<file path="config.mk">
export PLATFORM = sky130hd
export DESIGN_NAME = jpeg_encode_info_fifo_writer
export DESIGN_NICKNAME = d
export VERILOG_FILES = /design/src/rtl/jpeg_encode_info_fifo_writer.sv
export SDC_FILE = /design/constraint.sdc
export NUM_CORES = 1
export LEC_CHECK = 0
export ABC_AREA = 1
export CORE_AREA = 2 2 114 116
export DETAILED_ROUTE_END_ITERATION = 8
export DIE_AREA = 0 0 116 118
export PLACE_DENSITY = 0.59
export SLEW_MARGIN = 10
export SYNTH_ARGS = -nofsm -noshare
export SYNTH_HDL_FRONTEND = slang
export SYNTH_SLANG_ARGS = --single-unit
</file>
<file path="constraint.sdc">
create_clock -name wclk -period 6.2 [get_ports wclk]
set_input_delay 1.24 -clock wclk [delete_from_list [all_inputs] [get_ports wclk]]
set_output_delay 1.24 -clock wclk [all_outputs]
set_load 0.02 [all_outputs]
</file>
<file path="src/rtl/jpeg_encode_info_fifo_writer.sv">
// Write-side front end of the JPEG encode-info FIFO.
// Buffers one info record and emits it as a header word followed by a length word.
module jpeg_encode_info_fifo_writer #(
    parameter int unsigned WR_DEPTH_WIDTH = 9,
    parameter bit          DROP_ON_FULL   = 1'b1,
    parameter logic [7:0]  SYNC_BYTE      = 8'hA5
) (
    input  logic                    wclk,
    input  logic                    wrst,
    input  logic                    info_valid,
    output logic                    info_ready,
    input  logic [15:0]             info_frame_id,
    input  logic [31:0]             info_frame_len,
    input  logic                    info_err,
    input  logic                    fifo_wfull,
    input  logic [WR_DEPTH_WIDTH:0] fifo_wr_water_level,
    output logic                    fifo_w_en,
    output logic [31:0]             fifo_wdata,
    output logic [15:0]             rec_cnt,
    output logic [15:0]             drop_cnt,
    output logic                    busy
);

    localparam int unsigned DEPTH = 1 << WR_DEPTH_WIDTH;
    localparam logic [WR_DEPTH_WIDTH:0] ROOM_MAX =
        (WR_DEPTH_WIDTH+1)'(DEPTH - 2);

    typedef enum logic [1:0] {
        S_IDLE,
        S_HDR,
        S_LEN
    } state_e;

    state_e      state_q, state_d;
    logic        hold_vld_q, hold_vld_d;
    logic [15:0] id_q;
    logic [31:0] len_q;
    logic        err_q;
    logic [15:0] rec_cnt_q, rec_cnt_d;
    logic [15:0] drop_cnt_q, drop_cnt_d;
    logic        accept;
    logic        room;

    assign accept = info_valid && !hold_vld_q;
    // Both words must fit before a record is started.
    assign room   = (fifo_wr_water_level <= ROOM_MAX);

    always_comb begin
        state_d    = state_q;
        hold_vld_d = hold_vld_q;
        rec_cnt_d  = rec_cnt_q;
        drop_cnt_d = drop_cnt_q;
        fifo_w_en  = 1'b0;
        fifo_wdata = '0;
        if (accept) begin
            hold_vld_d = 1'b1;
        end
        unique case (state_q)
            S_IDLE: begin
                if (hold_vld_q) begin
                    if (room) begin
                        state_d = S_HDR;
                    end else if (DROP_ON_FULL) begin
                        hold_vld_d = 1'b0;
                        if (drop_cnt_q != 16'hFFFF) begin
                            drop_cnt_d = drop_cnt_q + 16'd1;
                        end
                    end
                end
            end
            S_HDR: begin
                if (!fifo_wfull) begin
                    fifo_w_en  = 1'b1;
                    fifo_wdata = {SYNC_BYTE, err_q, 7'b0, id_q};
                    state_d    = S_LEN;
                end
            end
            S_LEN: begin
                if (!fifo_wfull) begin
                    fifo_w_en  = 1'b1;
                    fifo_wdata = len_q;
                    state_d    = S_IDLE;
                    hold_vld_d = 1'b0;
                    rec_cnt_d  = rec_cnt_q + 16'd1;
                end
            end
            default: begin
                state_d = S_IDLE;
            end
        endcase
    end

    always_ff @(posedge wclk or posedge wrst) begin
        if (wrst) begin
            state_q    <= S_IDLE;
            hold_vld_q <= 1'b0;
            rec_cnt_q  <= '0;
            drop_cnt_q <= '0;
        end else begin
            state_q    <= state_d;
            hold_vld_q <= hold_vld_d;
            rec_cnt_q  <= rec_cnt_d;
            drop_cnt_q <= drop_cnt_d;
        end
    end

    always_ff @(posedge wclk or posedge wrst) begin
        if (wrst) begin
            id_q  <= '0;
            len_q <= '0;
            err_q <= 1'b0;
        end else if (accept) begin
            id_q  <= info_frame_id;
            len_q <= info_frame_len;
            err_q <= info_err;
        end
    end

    assign info_ready = !hold_vld_q;
    assign rec_cnt    = rec_cnt_q;
    assign drop_cnt   = drop_cnt_q;
    assign busy       = hold_vld_q || (state_q != S_IDLE);

endmodule
</file>
==> metrics.cfg <==
[logic_synthesis]
yosysWarnings=0
synthesis.nets=559
synth_area_um2=4250
yosysMostFrequentCell=nand2_1
synth_cell_types=27
synth_edf_count=0
synth_flop_cell=dfrtp_1
yosysTopAreaCell=dfrtp_1
ys_top_cells_by_area=dfrtp_1 (49%), nand2_1 (14%), mux2_2 (9.8%), nor2_1 (4.4%), a21oi_1 (4.0%)
synth_top_area_share_pct=49.5
ys_seq_area_share_pct=49.5
synth_common_cells=nand2_1 (158), dfrtp_1 (84), nor2_1 (50)
syn_inst=491
async_flop_share_pct=100
synth.avg_cell_area_um2=8.65
ys_ff_latch=84

[setup_path]
cp.required_ns=4.96
path_common_cell=clkdlybuf4s50_1
crit_buf_inv=4
r2r_start=drop_cnt[0]
crit_type=input port to primary output
end_kind=primary output
rr_worst_depth=8
cpMaxStageDelayCell=clkdlybuf4s50_1
rr_endpoint=drop_cnt[14]
path_cells=clkdlybuf4s50_1 -> inv_1 -> nand2_1 -> clkinv_1 -> nand3_1 -> o21ai_0 -> clkdlybuf4s50_1
r2r_slack_ns=4.39
cp.arrival_ns=3.32
crit_fanout=18
slowest_delay_ns=0.57
worst_path_dominant_cell_family=buffers and inverters
startpoint_type=input port

[floorplan]
core_um2=12400
row_count=41
dieArea_um2=13700
io_pins=130
start_util_pct=34.2
die_y_um=118
die_x_um=116

[status]
outcome=completed

[power_and_ir_drop]
p_per_area_nw_per_um2=369
peakVddDrop_mv=0.210
power.leakage_nw=2.65
finalPower_mw=2.22

[sta]
rsz0062_at_grt=false
period_share_pct=73.6
setup_violations=0
layout_min_cycle_time_ns=4.56
tightestPinTransition_ns=0.714
slew_headroom_pct=52.3
skew_ns=0.00793
tns_ns=0
report.final.slew_viol_count=0
max_freq_mhz=219
hold_violations=0

[hold_path]
min_path_cells=1
min_to=len_q[24]
hold_path.class=register to register
min_from=len_q[24]

[clock_network]
cts_htree_levels=3
clock-sinks=84
post-cts-setup-buffers=0
cts.path.max_buffers=2
cts_tree=yes
hold_buffers=0
ctsResizeCount=0
cts-root-buf=clkbuf_16
numCtsBuffers=9
clk_pin_slew_worst_paths_ns=0.06
clk_latency_ns=0.34

[routing]
antenna_left=0
drt_iter0_markers=138
post_drt_wl_per_cell_um=12.8
num_vias=3591
vias_per_cell=4.51
wl_um=10200
drc_errors=0
firstDrtPassIters=4

[layout]
n_antenna_cell=0
syn2layout_area_growth_pct=41.3
fin_nets=687
final_layout_size_suffix_gt1_share_pct=11.5

[global_route]
grt_overflow=0
grt_pass1_vias=3557
grt_pass1_wl_um=16900
track_usage_pct=15.7
antenna_found_initial=0
grt_max_degree=62

[placement]
port_buffers=129
routabilityCongestion=0.829
hpwl_um=7360

[job]
maxCapViolations=0

-- state kept, by name, indices dropped and copies added (netlist names) --
| signal | flops |
|---|---|
| state_q | 2 |
| id_q | 16 |
| rec_cnt | 16 |
| err_q | 1 |
| drop_cnt | 16 |
| hold_vld_q | 1 |
| len_q | 32 |
-- final cells by class --
cell class	instances	area, µm²
clock buffer	10	239
clock inverter	6	71.3
fill	1256	6410
inverter	40	151
multi-input combinational	353	1920
sequential	84	2100
tap	172	215
timing repair buffer	131	1310
-- kinds of logic after synthesis --
group | after synthesis | share of synthesized area (%)
compound gates | 40 | 4.98
xor+xnor | 20 | 4.12
fa+ha+maj | 5 | 1.47
buf+inv | 54 | 5.45
flops | 84 | 49.5
mux | 37 | 9.81
simple gates | 251 | 24.7
-- per-layer routing --
| layer | track usage [%] | routed length (µm) |
|---|---|---|
| met5 | 0 | 0 |
| met1 | 19.2 | 4440 |
| met3 | 6.23 | 876 |
| met2 | 24.7 | 4710 |
| met4 | 5.88 | 185 |
-- placed cells by master, fill, tap and decap left out --
cell             netlist  routed
inv_2                  1       1
nand3_1               15      15
nor2_2                 5       5
nor3_1                 4       4
bufinv_16              0       1
nand3b_1               6       6
dfrtp_1               84      84
a31o_2                 2       2
inv_6                  0       1
clkinv_1               2       2
nand2_4                2       2
xor2_1                 7       7
clkinvlp_4             0       2
buf_4                  0       2
clkdlybuf4s50_1        0     129
nor2_1                50      50
nor2_4                 1       1
ha_1                   5       5
nand4_1                4       4
inv_1                 37      36
mux2_2                37      37
a21oi_1               34      34
o21ai_2                1       1
clkinv_2               0       1
xnor2_1               13      13
o21ai_0                3       3
clkbuf_8               0       1
clkinv_4               0       2
clkbuf_16              0       9
nand2_2                3       4
and2_1                 3       3
nand2_1              158     157
-- metrics by stage --
step / area [µm²] / hold slack, ns / worst slack (ns) / cells / utilization (%)
CTS: 6000 / 0.508 / 1.58 / 796 / 48.3
global placement: 5690 / 0.489 / 1.63 / 780 / 45.8
floorplan: 4250 / 0.467 / 2.74 / 491 / -
detailed placement: 5690 / 0.494 / 1.58 / 780 / 45.8
finish: 6000 / 0.508 / 1.64 / 796 / 48.3
global route: 6000 / 0.516 / 1.35 / 796 / 48.3
-- worst max-delay path by stage --
stage                     from        endpoint  slack [ns]  cells past startpoint
floorplan           fifo_wfull  fifo_wdata[16]        2.74                      4
global placement    fifo_wfull  fifo_wdata[11]        1.63                      7
detailed placement  fifo_wfull  fifo_wdata[11]        1.58                      7
CTS                 fifo_wfull  fifo_wdata[11]        1.58                      7
global route        fifo_wfull  fifo_wdata[11]        1.35                      7
finish              fifo_wfull  fifo_wdata[11]        1.64                      7
-- power breakdown --
part,internal [mW],switching [mW]
clock,0.326,0.225
combinational,0.367,0.432
sequential,0.745,0.120
total,1.44,0.778
Power figures use the tool's default switching activity.
